## config.mk

```make
export PLATFORM = sky130hd
export DESIGN_NAME = slow_pkt_reader
export DESIGN_NICKNAME = d
export VERILOG_FILES = /design/src/rtl/slow_pkt_reader.sv
export SDC_FILE = /design/constraint.sdc
export NUM_CORES = 2
export LEC_CHECK = 0
export CORE_MARGIN = 8
export CORE_UTILIZATION = 49
export DETAILED_ROUTE_END_ITERATION = 7
export PLACE_DENSITY = 0.76
export SYNTH_ARGS = -nofsm -noshare
export SYNTH_HDL_FRONTEND = slang
export SYNTH_SLANG_ARGS = --single-unit
export TNS_END_PERCENT = 30
```

## constraint.sdc

```tcl
create_clock -name clk -period 2 [get_ports clk]
set_input_delay 0.4 -clock clk [delete_from_list [all_inputs] [get_ports clk]]
set_output_delay 0.4 -clock clk [all_outputs]
set_load 0.05 [all_outputs]
```

## src/rtl/slow_pkt_reader.sv

```systemverilog
// slow_pkt_reader
// Drains 16-word event packets from the slow FIFO in whole-packet bursts,
// checks framing (PID word, zero padding in word3[15:0] and word11) and
// event-number continuity, and presents the decoded fields as registers
// that update together with a one-cycle pkt_valid strobe. A stream that
// has lost alignment is recovered by reading single words until the PID
// word is seen, after which the next burst fetches only the 15 words that
// follow it.
//
// Ports
//   clk, rst_n          clock, asynchronous active-low reset
//   fifo_dout/fifo_wd   FIFO read data (valid one cycle after fifo_rd) and level
//   fifo_rd             FIFO read enable
//   hold                blocks the start of any new burst or hunt read
//   pkt_valid           one-cycle strobe, pkt_* fields updated the same cycle
//   pkt_*               decoded packet fields
//   pid/fmt/seq_err_cnt saturating error counters
//   busy                high whenever the reader is not idle
//
// Build option
//   SLOW_PKT_SEQ_CHECK_EN  when defined, event-number continuity is checked
//                          and counted in seq_err_cnt; otherwise seq_err_cnt
//                          is constant 0.
module slow_pkt_reader #(
    parameter logic [31:0] PID           = 32'h4142504d,
    parameter int          PACKET_LEN    = 16,
    parameter int          FIFO_WD_WIDTH = 6
) (
    input  logic                     clk,
    input  logic                     rst_n,
    input  logic [31:0]              fifo_dout,
    input  logic [FIFO_WD_WIDTH-1:0] fifo_wd,
    output logic                     fifo_rd,
    input  logic                     hold,
    output logic                     pkt_valid,
    output logic [15:0]              pkt_status,
    output logic [15:0]              pkt_evt_cnt,
    output logic [15:0]              pkt_x,
    output logic [15:0]              pkt_y,
    output logic [15:0]              pkt_s,
    output logic [31:0]              pkt_pwr_a,
    output logic [31:0]              pkt_pwr_b,
    output logic [31:0]              pkt_pwr_c,
    output logic [31:0]              pkt_pwr_d,
    output logic [15:0]              pkt_max_a,
    output logic [15:0]              pkt_max_b,
    output logic [15:0]              pkt_max_c,
    output logic [15:0]              pkt_max_d,
    output logic [15:0]              pkt_cal_x,
    output logic [15:0]              pkt_cal_y,
    output logic [31:0]              pkt_cal_pwr_a,
    output logic [31:0]              pkt_cal_pwr_b,
    output logic [31:0]              pkt_drift_a,
    output logic [31:0]              pkt_drift_b,
    output logic [15:0]              pid_err_cnt,
    output logic [15:0]              fmt_err_cnt,
    output logic [15:0]              seq_err_cnt,
    output logic                     busy
);

    localparam int CW = $clog2(PACKET_LEN);  // capture index width
    localparam int RW = CW + 1;              // read index must reach PACKET_LEN
    localparam logic [FIFO_WD_WIDTH-1:0] WD_FULL  = FIFO_WD_WIDTH'(PACKET_LEN);
    localparam logic [FIFO_WD_WIDTH-1:0] WD_HUNT  = FIFO_WD_WIDTH'(PACKET_LEN - 1);
    localparam logic [RW-1:0]            RD_END   = RW'(PACKET_LEN);
    localparam logic [CW-1:0]            LAST_IDX = CW'(PACKET_LEN - 1);

    typedef enum logic [2:0] {
        S_IDLE, S_BURST, S_CHECK, S_HUNT_RD, S_HUNT_CMP
    } state_t;

    state_t        state_q, state_d;
    logic [RW-1:0] rd_idx_q;
    logic          cap_vld_q;
    logic [CW-1:0] cap_idx_q;
    logic          hunted_q;
    logic [31:0]   shadow_q [PACKET_LEN];

    logic start_ok, burst_rd, hunt_rd, hunt_hit, pid_ok, pad_ok, accept;
    logic [15:0] evt;

    // After a successful hunt word0 is already held, so only 15 words are needed.
    assign start_ok = !hold && (hunted_q ? (fifo_wd >= WD_HUNT) : (fifo_wd >= WD_FULL));
    assign burst_rd = (state_q == S_BURST) && (rd_idx_q < RD_END);
    assign hunt_rd  = (state_q == S_HUNT_RD) && !hold && (fifo_wd != '0);
    assign hunt_hit = (state_q == S_HUNT_CMP) && (fifo_dout == PID);
    assign pid_ok   = (shadow_q[0] == PID);
    assign pad_ok   = (shadow_q[3][15:0] == 16'h0000) && (shadow_q[11] == 32'h0);
    assign accept   = (state_q == S_CHECK) && pid_ok && pad_ok;
    assign evt      = shadow_q[1][15:0];

    // State register
    always_ff @(posedge clk or negedge rst_n) begin
        if (!rst_n) state_q <= S_IDLE;
        else        state_q <= state_d;
    end

    // Next-state logic
    always_comb begin
        state_d = state_q;
        case (state_q)
            S_IDLE:     if (start_ok) state_d = S_BURST;
            S_BURST:    if (cap_vld_q && (cap_idx_q == LAST_IDX)) state_d = S_CHECK;
            S_CHECK:    state_d = pid_ok ? S_IDLE : S_HUNT_RD;
            S_HUNT_RD:  if (hunt_rd) state_d = S_HUNT_CMP;
            S_HUNT_CMP: state_d = hunt_hit ? S_IDLE : S_HUNT_RD;
            default:    state_d = S_IDLE;
        endcase
    end

    // Outputs decoded from state; fifo_rd drops as soon as reset clears the state.
    always_comb begin
        fifo_rd = burst_rd || hunt_rd;
        busy    = (state_q != S_IDLE);
    end

    // Read pipeline: the capture index trails the read index by one cycle,
    // matching the FIFO's one-cycle read latency.
    always_ff @(posedge clk or negedge rst_n) begin
        if (!rst_n) begin
            rd_idx_q  <= '0;
            cap_vld_q <= 1'b0;
            cap_idx_q <= '0;
            hunted_q  <= 1'b0;
            for (int i = 0; i < PACKET_LEN; i++) shadow_q[i] <= '0;
        end else begin
            if (state_q == S_IDLE)
                rd_idx_q <= hunted_q ? RW'(1) : '0;
            else if (burst_rd)
                rd_idx_q <= rd_idx_q + RW'(1);
            cap_vld_q <= burst_rd;
            cap_idx_q <= rd_idx_q[CW-1:0];
            if (cap_vld_q)
                shadow_q[cap_idx_q] <= fifo_dout;
            else if (hunt_hit)
                shadow_q[0] <= fifo_dout;
            // The hunted PID is consumed by whatever CHECK follows, good or bad.
            if (hunt_hit)
                hunted_q <= 1'b1;
            else if (state_q == S_CHECK)
                hunted_q <= 1'b0;
        end
    end

    // Decoded outputs and framing error counters
    always_ff @(posedge clk or negedge rst_n) begin
        if (!rst_n) begin
            pkt_valid     <= 1'b0;
            pkt_status    <= '0;
            pkt_evt_cnt   <= '0;
            pkt_x         <= '0;
            pkt_y         <= '0;
            pkt_s         <= '0;
            pkt_pwr_a     <= '0;
            pkt_pwr_b     <= '0;
            pkt_pwr_c     <= '0;
            pkt_pwr_d     <= '0;
            pkt_max_a     <= '0;
            pkt_max_b     <= '0;
            pkt_max_c     <= '0;
            pkt_max_d     <= '0;
            pkt_cal_x     <= '0;
            pkt_cal_y     <= '0;
            pkt_cal_pwr_a <= '0;
            pkt_cal_pwr_b <= '0;
            pkt_drift_a   <= '0;
            pkt_drift_b   <= '0;
            pid_err_cnt   <= '0;
            fmt_err_cnt   <= '0;
        end else begin
            pkt_valid <= accept;
            if (accept) begin
                pkt_status    <= shadow_q[1][31:16];
                pkt_evt_cnt   <= evt;
                pkt_x         <= shadow_q[2][31:16];
                pkt_y         <= shadow_q[2][15:0];
                pkt_s         <= shadow_q[3][31:16];
                pkt_pwr_a     <= shadow_q[4];
                pkt_pwr_b     <= shadow_q[5];
                pkt_pwr_c     <= shadow_q[6];
                pkt_pwr_d     <= shadow_q[7];
                pkt_max_a     <= shadow_q[8][31:16];
                pkt_max_b     <= shadow_q[8][15:0];
                pkt_max_c     <= shadow_q[9][31:16];
                pkt_max_d     <= shadow_q[9][15:0];
                pkt_cal_x     <= shadow_q[10][31:16];
                pkt_cal_y     <= shadow_q[10][15:0];
                pkt_cal_pwr_a <= shadow_q[12];
                pkt_cal_pwr_b <= shadow_q[13];
                pkt_drift_a   <= shadow_q[14];
                pkt_drift_b   <= shadow_q[15];
            end
            if ((state_q == S_CHECK) && !pid_ok && (pid_err_cnt != 16'hFFFF))
                pid_err_cnt <= pid_err_cnt + 16'd1;
            if ((state_q == S_CHECK) && pid_ok && !pad_ok && (fmt_err_cnt != 16'hFFFF))
                fmt_err_cnt <= fmt_err_cnt + 16'd1;
        end
    end

`ifdef SLOW_PKT_SEQ_CHECK_EN
    logic        first_q;
    logic [15:0] last_q;
    logic [15:0] seq_cnt_q;
    logic        seq_ok;

    // evt == 0 is a software-initiated restart of the event numbering.
    assign seq_ok = first_q || (evt == 16'h0000) || (evt == last_q + 16'd1);

    always_ff @(posedge clk or negedge rst_n) begin
        if (!rst_n) begin
            first_q   <= 1'b1;
            last_q    <= '0;
            seq_cnt_q <= '0;
        end else if (accept) begin
            first_q <= 1'b0;
            last_q  <= evt;
            if (!seq_ok && (seq_cnt_q != 16'hFFFF))
                seq_cnt_q <= seq_cnt_q + 16'd1;
        end
    end

    assign seq_err_cnt = seq_cnt_q;
`else
    assign seq_err_cnt = 16'h0000;
`endif

endmodule

```

==> impl_metrics.ini <==
[status]
status = finished, violations left
violations = negative setup slack

[timing]
skew_ps = 31.9
slew_headroom_pct = 62.2
fmax_mhz = 403
finalCriticalPeriod_ps = 2480
fin_crit_sh_pct = 124
rsz0062_at_grt = yes
worstMarginPinSlew_ps = 566
layout_setup_ws_ps = -479
maxSlewViolCount = 0
hold_viol_final = 0
finalSetupViolCount = 841

[yosys]
ys_warn_count = 0
ys_seq_area_share_pct = 66.0
yosysTopAreaCellShare_pct = 66.0
synth.avg_cell_area_sq_um = 16.4
synthTopCellsByArea = dfrtp_1, mux2_2, mux2_1, buf_4, clkbuf_1
yosysTopAreaCell = dfrtp_1
synth_async_sr_flop_share_pct = 100
synth_edf_count = 0
synth_seq_cells = 991
yosys.cell_types.count = 48
ys.flop_type = dfrtp_1
synth_area_sq_mm = 0.0376
synthCells = 2293

[routing]
vias = 22000
drc = 0
antenna_left = 0
first_pass_iters = 5
wl_per_cell_um = 25.8
drtIter0Drc = 1083
drt-total-wl_um = 105000
via_per_inst = 5.43

[pwr]
internal_power_w = 0.0403
p_leak_nw = 24.0
sw_frac_of_total_pct = 24.9
totalPowerFinal_w = 0.0537
p_comb_share_pct = 14.6
p_sw_w = 0.0134
peakVddDrop_uv = 820
clkPwrFrac_pct = 36.9
sequentialPowerShare_pct = 48.5
power.density_mw_per_mm2 = 1090

[setup_path]
rr_startpoint = shadow_q[511]
cp.arrival_ps = 2990
cp_max_fo = 22
r2r_slack_ps = -480
endpoint_kind = flop
worstPathRequired_ps = 2510
startpoint_type = flop
reg2reg_depth = 8
r2r_end = pkt_evt_cnt[9]
criticalPathCategory = flop to flop

[clocking]
cts_root_buffer = clkbuf_16
clock_latency_ps = 660
htreeDepth = 3
cts_tree = yes
numCtsBuffers = 101
path_clk_slew_ps = 70
clock_path_buffers = 3
cts_sinks = 991

[global_routing]
grt_remaining_overflow = 0
grt_max_degree = 98
antenna_found_initial = 9
grt_use_total_pct = 23.8
grt_pass1_wl_um = 157000
grt_pass1_vias = 24300

[floorplanning]
rows = 101
dieHeight_um = 293
coreArea_sq_mm = 0.0759
ios = 524
die_w_um = 293
dieArea_sq_mm = 0.0858
start_util_pct = 49.5

[finish]
final_util_pct = 64.8
finalInstanceArea_sq_mm = 0.0492
area_delta_synth_final_pct = 31.0
final_nets = 2976
drive_gt1_share_pct = 36.7

[place]
placed_area_sq_mm = 0.0448
portBuffers = 507
place.gp.congestion = 0.848
place_ws_ps = -1180
hpwlAfterDp_um = 69000

[flow_run]
maxCapViolations = 0

[min_path]
min_path_type = input pin to asynchronous set/reset pin
[critical path, cell delays in order (launching register included)]
cell and delay [ps]:
dfrtp_1 430, nor4_4 340, nand4_1 250, or2_4 320, nor2_4 140, nand2_8 70, buf_12 180, clkbuf_16 230
mux2_1 320
[cell usage in the layout, fill, tap and decap left out, types with 11 or more instances in the layout]
| master | synthesis | routed |
|---|---|---|
| nand2_1 | 22 | 18 |
| nor4_1 | 17 | 11 |
| dfrtp_1 | 991 | 975 |
| bufinv_16 | 0 | 12 |
| mux2_1 | 369 | 369 |
| clkdlybuf4s50_1 | 0 | 374 |
| xnor2_1 | 22 | 19 |
| nand4_1 | 13 | 13 |
| nand3_1 | 20 | 11 |
| clkbuf_8 | 0 | 22 |
| clkbuf_16 | 0 | 113 |
| buf_12 | 0 | 44 |
| mux2_2 | 577 | 576 |
| dfrtp_2 | 0 | 16 |
| conb_1 | 1 | 16 |
| clkbuf_1 | 65 | 23 |
| clkdlybuf4s15_2 | 0 | 21 |
| clkinv_2 | 0 | 21 |
| xor2_1 | 11 | 11 |
| buf_4 | 35 | 192 |
| nor2_1 | 24 | 17 |
[synth_stat cells (13+ instances only)]
cell	instances
buf_1	21
buf_2	26
buf_4	35
clkbuf_1	65
dfrtp_1	991
mux2_1	369
mux2_2	577
nand2_1	22
nand3_1	20
nand4_1	13
nor2_1	24
nor4_1	17
xnor2_1	22
[layer usage]
| layer | vias to the layer above | GRT usage, % | share of wire [%] | wire length [um] |
|---|---|---|---|---|
| met4 | 0 | 8.06 | 3.3 | 3500 |
| met2 | 634 | 41.7 | 51 | 53600 |
| met1 | 11800 | 30.2 | 41 | 42500 |
| met3 | 188 | 3.86 | 4.9 | 5090 |
| met5 | - | 0 | 0 | 0 |
| li1 | 9385 | - | - | - |
[flip-flops by register name, indices dropped and copies added (netlist names), 32 cells and up]
signal / cells
pkt_cal_pwr_a: 32
pkt_cal_pwr_b: 32
pkt_drift_a: 32
pkt_drift_b: 32
pkt_pwr_a: 32
pkt_pwr_b: 32
pkt_pwr_c: 32
pkt_pwr_d: 32
shadow_q: 496
[how the worst max path moves through the flow]
stage	end	slack, ps	from	cells past startpoint
CTS	fifo_rd	-390	state_q[2]	6
floorplan	fmt_err_cnt[11]	-70	fmt_err_cnt[0]	7
global placement	shadow_q[501]	-1190	fifo_dout[11]	10
global route	pkt_pwr_a[27]	-520	shadow_q[511]	8
detailed placement	shadow_q[480]	-1180	fifo_dout[11]	10
finish	pkt_evt_cnt[9]	-480	shadow_q[511]	8
[stage by stage]
stage	TNS (ps)	hold slack (ps)	std cells
after floorplan	-11240	104	2308
after global placement	-195590	345	3837
after detailed placement	-245570	354	3837
after CTS	-241300	235	4034
after global routing	-314680	253	4051
final	-266050	263	4051
[repair_timing]
| action | in CTS | in global routing |
|---|---|---|
| setup buffers | 2 | 5 |
| pin swaps | 11 | 13 |
| endpoints found under the hold margin | 17 | 0 |
| hold buffers | 1 | 0 |
| cloned | 4 | 11 |
| setup endpoints to repair | 863 | 874 |
| resized for setup | 112 | 27 |
[power by group through the flow]
stage	logic, W	registers (W)	clock network [W]
floorplan	0.00517	0.0255	0
global route	0.00844	0.0264	0.0210
detailed placement	0.00751	0.0262	0
finish	0.00786	0.0260	0.0198
CTS	0.00786	0.0259	0.0202
global placement	0.00712	0.0258	0
[cell type report]
| cell class | instances | area [sq um] |
|---|---|---|
| clock inverter | 43 | 601 |
| fill | 5211 | 26700 |
| clock buffer | 148 | 2970 |
| timing repair buffer | 670 | 7060 |
| antenna | 1 | 2.50 |
| tap | 1030 | 1290 |
| sequential | 991 | 24800 |
| multi-input combinational | 1165 | 12500 |
| inverter | 3 | 11.3 |
[cell families (layout without fill, tap and decap cells)]
logic type | Yosys count | after routing | synth area share [%]
other | 1 | 17 | 0.00998
and+or+nand+nor | 151 | 151 | 2.37
xor gates and xnor gates | 33 | 33 | 0.769
DFF | 991 | 991 | 66.0
adders and majority gates | 3 | 3 | 0.0999
buffers and inverters | 152 | 864 | 1.99
AOI/OAI and AO/OA | 15 | 15 | 0.370
muxes | 947 | 947 | 28.4
No activity file was read; power rests on OpenSTA's default activity.
